## src/rtl/tt_scan_pkg.sv

```systemverilog
// Shared types and sizes for the tt_scan truth-table scanner.
package tt_scan_pkg;

    localparam int TT_IDX_W    = 4;
    localparam int TT_NUM_VEC  = 16;
    localparam int TT_SETTLE_W = 8;

    typedef enum logic [1:0] {
        IDLE   = 2'd0,
        SETTLE = 2'd1,
        SAMPLE = 2'd2,
        DONE   = 2'd3
    } tt_state_t;

    function automatic logic tt_is_last(input logic [TT_IDX_W-1:0] idx);
        return idx == TT_IDX_W'(TT_NUM_VEC - 1);
    endfunction

endpackage

```

## src/rtl/tt_scan_settle_timer.sv

```systemverilog
// Loadable down-counter that times how long each vector is held before sampling.
module tt_scan_settle_timer
    import tt_scan_pkg::*;
(
    input  logic                   clk,
    input  logic                   reset,
    input  logic                   load,
    input  logic                   en,
    input  logic [TT_SETTLE_W-1:0] load_val,
    output logic                   expire
);

    logic [TT_SETTLE_W-1:0] count_r;

    // Count down while enabled, parking at zero.
    always_ff @(posedge clk) begin
        if (reset) begin
            count_r <= {TT_SETTLE_W{1'b0}};
        end else if (load) begin
            count_r <= load_val;
        end else if (en && (count_r != {TT_SETTLE_W{1'b0}})) begin
            count_r <= count_r - TT_SETTLE_W'(1);
        end
    end

    assign expire = (count_r == {TT_SETTLE_W{1'b0}});

endmodule

```

## src/rtl/tt_scan.sv

```systemverilog
// Sequential truth-table scanner: drives 16 vectors, samples b, compares with expected.
// Optional build macro TT_SCAN_STOP_ON_MISMATCH_EN ends the scan at the first mismatch.
module tt_scan
    import tt_scan_pkg::*;
#(
    parameter int SETTLE_CYCLES = 1
) (
    input  logic        clk,
    input  logic        reset,
    input  logic        start,
    input  logic [15:0] expected,
    input  logic        b,
    output logic        x1,
    output logic        y1,
    output logic        x2,
    output logic        y2,
    output logic        busy,
    output logic        done,
    output logic [15:0] table_out,
    output logic        match,
    output logic [3:0]  mismatch_idx
);

    // The timer counts SETTLE cycles; SAMPLE supplies the final cycle of each hold.
    localparam logic [TT_SETTLE_W-1:0] SETTLE_LOAD =
        (SETTLE_CYCLES == 0) ? TT_SETTLE_W'(0) : TT_SETTLE_W'(SETTLE_CYCLES - 1);
    localparam tt_state_t VEC_STATE = (SETTLE_CYCLES == 0) ? SAMPLE : SETTLE;

    tt_state_t             state_r;
    logic [TT_IDX_W-1:0]   idx_r;
    logic [15:0]           exp_r;
    logic [15:0]           table_r;
    logic                  match_r;
    logic                  mm_seen_r;
    logic [TT_IDX_W-1:0]   mm_idx_r;
    logic                  busy_r;
    logic                  done_r;

    logic                  sample_miss_s;
    logic                  stop_s;
    logic                  end_s;
    logic                  timer_load_s;
    logic                  timer_en_s;
    logic                  timer_expire_s;

    assign sample_miss_s = (b != exp_r[idx_r]);

`ifdef TT_SCAN_STOP_ON_MISMATCH_EN
    assign stop_s = sample_miss_s;
`else
    assign stop_s = 1'b0;
`endif

    assign end_s        = tt_is_last(idx_r) || stop_s;
    assign timer_load_s = ((state_r == IDLE) && start) || ((state_r == SAMPLE) && !end_s);
    assign timer_en_s   = (state_r == SETTLE);

    tt_scan_settle_timer u_settle_timer (
        .clk      (clk),
        .reset    (reset),
        .load     (timer_load_s),
        .en       (timer_en_s),
        .load_val (SETTLE_LOAD),
        .expire   (timer_expire_s)
    );

    // Scan FSM with its index, captured table and compare results.
    always_ff @(posedge clk) begin
        if (reset) begin
            state_r   <= IDLE;
            idx_r     <= {TT_IDX_W{1'b0}};
            exp_r     <= 16'h0000;
            table_r   <= 16'h0000;
            match_r   <= 1'b0;
            mm_seen_r <= 1'b0;
            mm_idx_r  <= {TT_IDX_W{1'b0}};
            busy_r    <= 1'b0;
            done_r    <= 1'b0;
        end else begin
            case (state_r)
                IDLE: begin
                    if (start) begin
                        exp_r     <= expected;
                        idx_r     <= {TT_IDX_W{1'b0}};
                        table_r   <= 16'h0000;
                        match_r   <= 1'b0;
                        mm_seen_r <= 1'b0;
                        mm_idx_r  <= {TT_IDX_W{1'b0}};
                        busy_r    <= 1'b1;
                        state_r   <= VEC_STATE;
                    end
                end
                SETTLE: begin
                    if (timer_expire_s) begin
                        state_r <= SAMPLE;
                    end
                end
                SAMPLE: begin
                    table_r[idx_r] <= b;
                    if (sample_miss_s && !mm_seen_r) begin
                        mm_seen_r <= 1'b1;
                        mm_idx_r  <= idx_r;
                    end
                    // match is resolved here so it is already valid in the done cycle.
                    if (end_s) begin
                        match_r <= !mm_seen_r && !sample_miss_s;
                        busy_r  <= 1'b0;
                        done_r  <= 1'b1;
                        state_r <= DONE;
                    end else begin
                        idx_r   <= idx_r + TT_IDX_W'(1);
                        state_r <= VEC_STATE;
                    end
                end
                DONE: begin
                    done_r  <= 1'b0;
                    state_r <= IDLE;
                end
                default: begin
                    state_r <= IDLE;
                end
            endcase
        end
    end

    assign x1           = idx_r[3];
    assign y1           = idx_r[2];
    assign x2           = idx_r[1];
    assign y2           = idx_r[0];
    assign busy         = busy_r;
    assign done         = done_r;
    assign table_out    = table_r;
    assign match        = match_r;
    assign mismatch_idx = mm_idx_r;

endmodule
```

## config.mk

```make
export PLATFORM = sky130hd
export DESIGN_NAME = tt_scan
export DESIGN_NICKNAME = d
export VERILOG_FILES = /design/src/rtl/tt_scan_pkg.sv /design/src/rtl/tt_scan_settle_timer.sv /design/src/rtl/tt_scan.sv
export SDC_FILE = /design/constraint.sdc
export NUM_CORES = 1
export LEC_CHECK = 0
export CORE_MARGIN = 2
export CORE_UTILIZATION = 40
export CTS_BUF_LIST = sky130_fd_sc_hd__clkbuf_8
export CTS_CLUSTER_SIZE = 40
export DETAILED_ROUTE_END_ITERATION = 8
export GPL_TIMING_DRIVEN = 0
export PLACE_DENSITY = 0.74
export SLEW_MARGIN = 20
export SYNTH_ARGS = -nofsm -noshare
export SYNTH_HDL_FRONTEND = slang
export SYNTH_HIERARCHICAL = 1
export SYNTH_SLANG_ARGS = --single-unit
```

## constraint.sdc

```tcl
create_clock -name clk -period 3.5 [get_ports clk]
set_clock_uncertainty 0.1 [all_clocks]
set_input_delay 0.7 -clock clk [delete_from_list [all_inputs] [get_ports clk]]
set_output_delay 0.7 -clock clk [all_outputs]
set_load 0.02 [all_outputs]
```

# Yosys cells after proc, flatten, opt, wreduce, memory -nomap -nowiden
# Cells that the tools add are included.
[word_totals]
regBits = 54
input_bits = 20
output_inout_bits = 27
word_cells = 73
[op_classes]
addsub = 2
n_lt_le_gt_ge = 2
n_eq_ne = 10
muxes = 26
n_reduce_logical = 23
[op_table]
columns = ["operator", "n"]
rows = [
  ["one-hot mux 16 bit (2 select lines)", 1],
  ["bitwise mux 16 bit", 1],
  ["two-way mux 16 bit", 1],
  ["one-hot mux 4 bit (2 select lines)", 2],
  ["two-way mux 4 bit", 3],
  ["AND reduction 3 bit", 3],
  ["zero test 8 bit", 1],
  ["two-way mux 1 bit", 8],
  ["!= test 2 bit, second input constant", 4],
  ["one-hot mux 1 bit (2 select lines)", 4],
  ["one-hot mux 2 bit (4 select lines)", 1],
  ["AND reduction 2 bit", 4],
  ["nonzero test 8 bit", 1],
  ["subtractor 8 x 1 -> 8 bit, second input constant", 1],
  ["logical AND 1 bit", 6],
  ["two-way mux 2 bit", 3],
  ["< comparator 4 x 5 -> 1 bit, second input constant", 1],
  ["adder 4 x 1 -> 4 bit, second input constant", 1],
  ["binary-select mux 1 bit (select 4 bit)", 1],
  ["demux 1 bit (select 4 bit)", 1],
  ["equality test 2 bit, second input constant", 2],
  ["equality test 4 bit, second input constant", 1],
  [">= comparator 4 x 1 -> 1 bit, second input constant", 1],
  ["nonzero test 2 bit", 2],
  ["other kinds (7)", 9],
]

# Depth between registers and ports, before layout
# Gate-level depths: netlist of run 1.
[depth]
ltp_word = 7
depth_mapped = 7
ltp_nobuf = 6

# By module
# Netlist of run 1, hierarchy kept.
[by_module_without_submodules]
columns = ["module", "instances", "cells_each", "area_each_um2", "seq_area_each_um2"]
rows = [
  ["tt_scan", 1, 247, 2149.6, 920.9],
  ["tt_scan_settle_timer", 1, 59, 515.5, 160.2],
]

# Worst setup path after synthesis of run 1
# Ideal clock, no wire load.
[synth_timing]
path_type = "input-to-reg"
start = "input start"
end = "register u_settle_timer.count_r[1]"
setup_time_ps = 134
arrival_ps = 2075
required_time_ps = 3266
setup_slack_ps = 1191
stages = 6
path_buffers = 1
path_cell_list = "or3b_2 o21ai_1 clkbuf_1 clkinv_1 nand4b_1 o211ai_1"
[synth_via]
elab_chain_len = 3
[synth_lines]
columns = ["item", "line_no", "rtl"]
rows = [
  ["start, declared", "tt_scan.sv:10", "input logic start,"],
  ["logical AND 1 bit", "tt_scan.sv:55", "assign timer_load_s = ((state_r == IDLE) && start) || ((state_r == SAMPLE) && !end_s);"],
  ["logical OR 1 bit", "tt_scan.sv:55", ""],
  ["net timer_load_s", "tt_scan.sv:42", "logic timer_load_s;"],
  ["OR reduction 2 bit (no line)", "-", ""],
  ["end signal, assigned", "tt_scan_settle_timer.sv:18", "count_r <= {TT_SETTLE_W{1'b0}};"],
  ["end signal, assigned", "tt_scan_settle_timer.sv:20", "count_r <= load_val;"],
  ["end signal, assigned", "tt_scan_settle_timer.sv:22", "count_r <= count_r - TT_SETTLE_W'(1);"],
  ["end, declared", "tt_scan_settle_timer.sv:13", "logic [TT_SETTLE_W-1:0] count_r;"],
]
# The timed path passes the listed nets, and every way through them passes these cells.
# A chain may end at the register's enable or synchronous reset.

# Worst setup path in the final report of run 1
[layout_timing]
start = "input start"
end = "register u_settle_timer.count_r[5]"
# Same word-level chain as after synthesis.

==> results of run 1 <==
==> placed cells by master (no fill, tap or decap), types with 3 or more instances in the layout <==
cell             count
nand2_1             46
nand4_1             15
buf_1                3
mux2_4               5
nor4_1               4
conb_1               8
nor2b_1              4
mux2_2               3
o311ai_0             4
clkbuf_8             6
clkbuf_1            17
nor2_1              13
nand2b_1             4
inv_1                6
ha_1                 6
clkdlybuf4s50_1     46
o21ai_0              3
a21oi_1             47
o21ai_1              4
nor3_1               3
o211ai_1            13
nand3_1              5
nor3b_1              4
dfxtp_1             54
xnor2_1              4
==> routing by layer <==
| metal | vias up | wire length (µm) |
|---|---|---|
| met5 | - | 0 |
| met4 | 0 | 178 |
| met3 | 15 | 298 |
| met2 | 67 | 3219 |
| met1 | 1155 | 2884 |
| li1 | 1226 | - |
==> worst min path at each step <==
stage / from / cells past startpoint / end / slack, ps
2_1_floorplan: exp_r[10]$_SDFFE_PP0P_ / 2 / exp_r[10]$_SDFFE_PP0P_ / 330
3_3_place_gp: exp_r[8]$_SDFFE_PP0P_ / 2 / exp_r[8]$_SDFFE_PP0P_ / 340
3_5_place_dp: exp_r[11]$_SDFFE_PP0P_ / 2 / exp_r[11]$_SDFFE_PP0P_ / 350
4_1_cts: exp_r[11]$_SDFFE_PP0P_ / 2 / exp_r[11]$_SDFFE_PP0P_ / 360
5_1_grt: exp_r[14]$_SDFFE_PP0P_ / 2 / exp_r[14]$_SDFFE_PP0P_ / 380
6_report: exp_r[14]$_SDFFE_PP0P_ / 2 / exp_r[14]$_SDFFE_PP0P_ / 360
==> worst min-delay path, cell delays in order, from the launching register on <==
cell     delay [ps]
dfxtp_1         320
nand2_1          50
a21oi_1          50
==> power groups by stage <==
stage / combinational [mW] / clock (mW) / sequential [mW]
floorplan: 0.196 / 0 / 0.688
global placement: 0.267 / 0 / 0.691
detailed placement: 0.274 / 0 / 0.693
CTS: 0.275 / 0.388 / 0.680
global route: 0.305 / 0.411 / 0.685
finish: 0.275 / 0.377 / 0.681
==> kinds of logic after synthesis <==
group / Yosys count / share of synthesized area
and+or+nand+nor: 112 / 0.2174
AOI/OAI and AO/OA: 82 / 0.1930
DFF: 54 / 0.4056
buffers and inverters: 29 / 0.04413
muxes: 16 / 0.09061
adders and majority gates: 6 / 0.02817
xor gates and xnor gates: 6 / 0.01972
other: 1 / 0.001407
==> flip-flops by register name (all words and copies together) (netlist names) <==
| register | cells |
|---|---|
| table_out | 16 |
| done | 1 |
| u_settle_timer/count_r | 8 |
| match | 1 |
| exp_r | 16 |
| state_r | 2 |
| mm_seen_r | 1 |
| mismatch_idx | 4 |
| busy | 1 |
| idx_r | 4 |
==> metrics by stage <==
stage | area (µm²) | setup slack (ps)
5_1_grt | 3347 | 461.5
3_5_place_dp | 3248 | 306.5
6_report | 3347 | 616.1
3_3_place_gp | 3248 | 388.3
4_1_cts | 3347 | 643.9
2_1_floorplan | 2691 | 1191
==> synth_stat cells, types with 3 or more instances <==
library cell,number,area (µm²)
dfxtp_1,54,1081
a21oi_1,47,235.2
nand2_1,46,172.7
clkbuf_1,17,63.81
nand4_1,15,93.84
nor2_1,13,48.80
o211ai_1,13,97.59
ha_1,6,75.07
inv_1,6,22.52
mux2_4,5,75.07
nand3_1,5,25.02
nand2b_1,4,25.02
nor2b_1,4,25.02
nor3b_1,4,30.03
nor4_1,4,25.02
o21ai_1,4,20.02
o311ai_0,4,35.03
xnor2_1,4,35.03
buf_1,3,11.26
mux2_2,3,33.78
nor3_1,3,15.01
o21ai_0,3,15.01
==> final cells by class <==
cell class / instances / area share
well taps: 77 / 0.02879
clock inverters: 2 / 0.004860
multi-input cells: 230 / 0.4460
flip-flops and latches: 54 / 0.3230
inverters: 7 / 0.007850
repair buffers: 46 / 0.1376
plain buffers: 22 / 0.02729
clock buffers: 6 / 0.02467
==> flow_metrics.tcl, run 1 <==
set metrics [dict create \
    met2_usage 0.3232 \
    startpoint "start" \
    cts-root-buf "clkbuf_8" \
    synth-edff-count 0 \
    initialDrtViolationCount 147 \
    postCtsSetupBuffers 0 \
    synthDistinctLibCells 49 \
    hold_class "reg2reg" \
    status "finished, final reports clean" \
    routed_wl_mm 6.581 \
    critPathSlowestCell "clkdlybuf4s50_1" \
    num_vias 2463 \
    setup.worst_path.class "in2reg" \
    syn_avg_cell_area_um2 8.709 \
    die-area_mm2 0.007332 \
    fillers 599 \
    setup-violations-final 0 \
    ant_nets 0 \
    r2r-start "idx_r[1]$_SDFFE_PP0P_" \
    start_util 0.4173 \
    tritoncts "yes" \
    finalNonFillerCells 444 \
    hold_viol_final 0 \
    critPathMaxFanout 10 \
    worst_pin_slew_ps 657.8 \
    start_kind "primary input" \
    grt_usage 0.1880 \
    slew_viol_final 0 \
    wl_per_cell_um 14.82 \
    synth_flop_cell "dfxtp_1" \
    multi_input_area_mm2 0.001493 \
    p_leak_nw 1.097 \
    ys_ff_latch 54 \
    cts_buffer_depth 2 \
    core_mm2 0.006386 \
    seqPwrFrac 0.511 \
    crit_chain "clkdlybuf4s50_1 -> or3b_2 -> o21ai_1 -> clkbuf_1 -> clkinv_1 -> a311oi_1" \
    fin_setup_tns_ps 0 \
    htree_num_levels 2 \
    endpoint "u_settle_timer/count_r[5]$_SDFFE_PP0P_" \
    viasPerCell 5.547 \
    drc 0 \
    switching_share 0.2985 \
    grt_overflow_total 0 \
    max_stage_delay_ps 520 \
    ys_warn_count 6 \
    die_w_um 85.63 \
    rsz0062_at_grt "false" \
    utilization 0.5241 \
    switching_power_mw 0.3979 \
    clock-sinks 54 \
    cts_inserted_buffers 5 \
    antenna_cells 0 \
    worstPathArrival_ps 2990 \
    path_clk_slew_ps 90 \
    clk_latency_ps 320 \
    cts_hold_buffers 0 \
    powerDensity_mw_per_mm2 398.3 \
    cap_violations 0 \
    peakVddDrop_uv 220.8 \
    rr_endpoint "u_settle_timer/count_r[5]$_SDFFE_PP0P_" \
    p_comb_frac 0.207 \
    yosysSeqAreaShare 0.4056 \
    holdWs_ps 360.2 \
    drive_gt1_frac 0.08447 \
    slew_headroom 0.5553 \
    nNetsFinal 392 \
    ff_latch_area_mm2 0.001081 \
    period_minus_slack_ps 2884 \
    firstDrtPassIters 5 \
    post_cts_resized 0 \
    p_total_mw 1.333 \
    busiest_layer "met2" \
    grt_start_max_net_pins 18 \
    worst-path-buf-inv 3 \
    syn_to_final_growth_pct 25.59 \
    dp_cells 436 \
    endpoint_kind "flop" \
    required_ps 3600 \
    finalCritPeriodShare 0.8240 \
    syn_inst 306 \
    p_int_mw 0.9352 \
    syn_area_mm2 0.002665 \
    postSynth.asyncResetShare 0 \
    io_buffer_count 46 \
    grtUsageMet3 0.03080 \
    grt_util_met1 0.2332 \
    num_io_pins 47 \
    crit_cells 6 \
    rrSetupSlack_ps 860 \
    grt_pass1_vias 2384 \
    worst-r2r-cell-count 6 \
    grt_pass1_wl_mm 11.23 \
    cp_top_family "buffers and inverters" \
    rows 29 \
    antenna_found_initial 0 \
    dp_hpwl_mm 4.959 \
    clock.fmax_mhz 346.8 \
    gp_congestion 0.8799 \
    clockPowerShare 0.283 \
    die_y_um 85.63 \
]
Note: power is estimated with default switching activity, not from simulation.
==> run 2, diff against run 1 <==
--- a/config.mk
+++ b/config.mk
@@ -11,7 +11,7 @@
 export CTS_CLUSTER_SIZE = 40
 export DETAILED_ROUTE_END_ITERATION = 8
 export GPL_TIMING_DRIVEN = 0
-export PLACE_DENSITY = 0.74
+export PLACE_DENSITY = 0.77
 export SLEW_MARGIN = 20
 export SYNTH_ARGS = -nofsm -noshare
 export SYNTH_HDL_FRONTEND = slang
==> constraint.sdc (replaced) <==
create_clock -name clk -period 2.4 [get_ports clk]
set_clock_uncertainty 0.1 [all_clocks]
set_input_delay 0.48 -clock clk [delete_from_list [all_inputs] [get_ports clk]]
set_output_delay 0.48 -clock clk [all_outputs]
set_load 0.02 [all_outputs]
==> run 2 against run 1 <==
  * Wire length shrank 1.7%
  * Die area is the same
  * Hold slack gained 1.9 ps
  * Core utilization shrank 0.18 points
  * Global-route usage shrank 0.55 points
  * Register-to-register slack lost 710 ps
  * Sequential share of layout area grew 0.18 points
  * Sequential cell count is the same
  * Via count grew 1.3%
  * Power grew 41%
  * Combinational power grew 46%
  * Critical endpoint is now u_settle_timer/count_r[7]$_SDFFE_PP0P_
  * Highest routed layer unchanged
==> flow_metrics.tcl, run 2 (synthesized netlist as in run 1, its figures left out) <==
set metrics [dict create \
    final_area_mm2 0.003336 \
    nNetsFinal 392 \
    num_io_pins 47 \
    grt_overflow_total 0 \
    wl_per_cell_um 14.60 \
    cp_top_family "simple AND/OR/NAND/NOR gates" \
    dp_hpwl_mm 4.876 \
    clock-sinks 54 \
    htree_num_levels 2 \
    period_minus_slack_ps 2245 \
    antenna_found_initial 0 \
    start_util 0.4173 \
    setup.worst_path.class "reg2reg" \
    grt_pass1_wl_mm 10.84 \
    drive_gt1_frac 0.09563 \
    critPathSlowestCell "nor2b_1" \
    layout_commonest_cell "dfxtp_1" \
    crit_chain "nor2b_1 -> or3b_2 -> nor3_1 -> mux2i_1 -> a211oi_1" \
    layout_common_cells "dfxtp_1 (52), a21oi_1 (47), nand2_1 (46), clkdlybuf4s50_1 (46), clkbuf_1 (16)" \
    clk_latency_ps 310 \
    fin_setup_tns_ps 0 \
    cap_violations 0 \
    setup-violations-final 0 \
    gp_congestion 0.9011 \
    p_leak_nw 1.100 \
    slew_viol_final 0 \
    grt_usage 0.1826 \
    cts_buffer_depth 2 \
    antenna_cells 0 \
    viasPerCell 5.634 \
    critPathMaxFanout 7 \
    hold_class "reg2reg" \
    die_w_um 85.63 \
    ant_nets 0 \
    syn_to_final_growth_pct 25.16 \
    worst-path-buf-inv 0 \
    cts-root-buf "clkbuf_8" \
    max_stage_delay_ps 550 \
    endpoint_kind "flop" \
    clock.fmax_mhz 445.4 \
    path_clk_slew_ps 90 \
    initialDrtViolationCount 159 \
    grt_start_max_net_pins 16 \
    status "finished, final reports clean" \
    num_vias 2496 \
    place_area_mm2 0.003248 \
    routed_wl_mm 6.470 \
    die_y_um 85.63 \
    hold_viol_final 0 \
    dp_cells 436 \
    tritoncts "yes" \
    start_kind "flop" \
    peakVddDrop_uv 310.7 \
    utilization 0.5223 \
    rsz0062_at_grt "false" \
    required_ps 2480 \
    finalNonFillerCells 443 \
    rows 29 \
    powerDensity_mw_per_mm2 564.7 \
    finalCritPeriodShare 0.9356 \
    slew_headroom 0.5530 \
    postCtsSetupBuffers 0 \
    grt_pass1_vias 2317 \
    worst_pin_slew_ps 661.2 \
    die-area_mm2 0.007332 \
    drc 0 \
    worstPathArrival_ps 2330 \
    core_mm2 0.006386 \
    cts_inserted_buffers 5 \
    firstDrtPassIters 4 \
    io_buffer_count 46 \
]
[run 2: through the flow]
step           power (mW)  hold WS [ps]  setup WS (ps)
3_5_place_dp        1.407         352.6         -525.0
2_1_floorplan       1.289         332.2          117.1
4_1_cts             1.880         364.6          29.29
6_report            1.884         362.1          154.6
3_3_place_gp        1.396         341.7         -483.8
5_1_grt             1.981         383.1          17.97
[run 2: repair_timing]
action                                  in CTS  in global routing
resized for setup                            2                  4
endpoints found under the setup margin       5                 11
hold buffers                                 0                  0
[run 2: final timing paths]
check             cells past startpoint                    start                                      to  slack (ps)
setup / recovery                      5  state_r[0]$_SDFFE_PP0P_  u_settle_timer/count_r[7]$_SDFFE_PP0P_         150
hold / removal                        2    exp_r[5]$_SDFFE_PP0P_                   exp_r[5]$_SDFFE_PP0P_         360
setup reg to reg                      5  state_r[0]$_SDFFE_PP0P_  u_settle_timer/count_r[7]$_SDFFE_PP0P_         150
hold reg to reg                       2    exp_r[5]$_SDFFE_PP0P_                   exp_r[5]$_SDFFE_PP0P_         360
[run 2: layout make-up]
| type | instances | area (µm²) |
|---|---|---|
| well taps | 77 | 96.34 |
| clock inverters | 2 | 10.01 |
| fillers | 600 | 3050 |
| flip-flops and latches | 54 | 1084 |
| repair buffers | 46 | 460.4 |
| plain buffers | 22 | 92.59 |
| clock buffers | 5 | 68.82 |
| inverters | 7 | 27.53 |
| multi-input cells | 230 | 1496 |
[run 2: power by group]
part	total [mW]	internal [mW]	switching, mW	leakage [nW]
combinational	0.401	0.182	0.220	0.616
clock	0.492	0.197	0.295	0.0438
sequential	0.990	0.945	0.0451	0.441
[run 2: tightest hold or removal path, delay by kind of cell, from the launching register on]
family / cells / cell delay, ps
flip-flops: 1 / 320
AND/OR/NAND/NOR: 1 / 50
AO/OA/AOI/OAI: 1 / 50
[run 2: metal layers]
metal  GRT usage  vias to the layer above  part of all wire
met2      0.3089                       46              0.50
met3     0.04524                       10             0.043
met5           0                        -                 0
met4     0.05339                        0             0.015
met1      0.2308                     1220              0.44
li1            -                     1220                 -
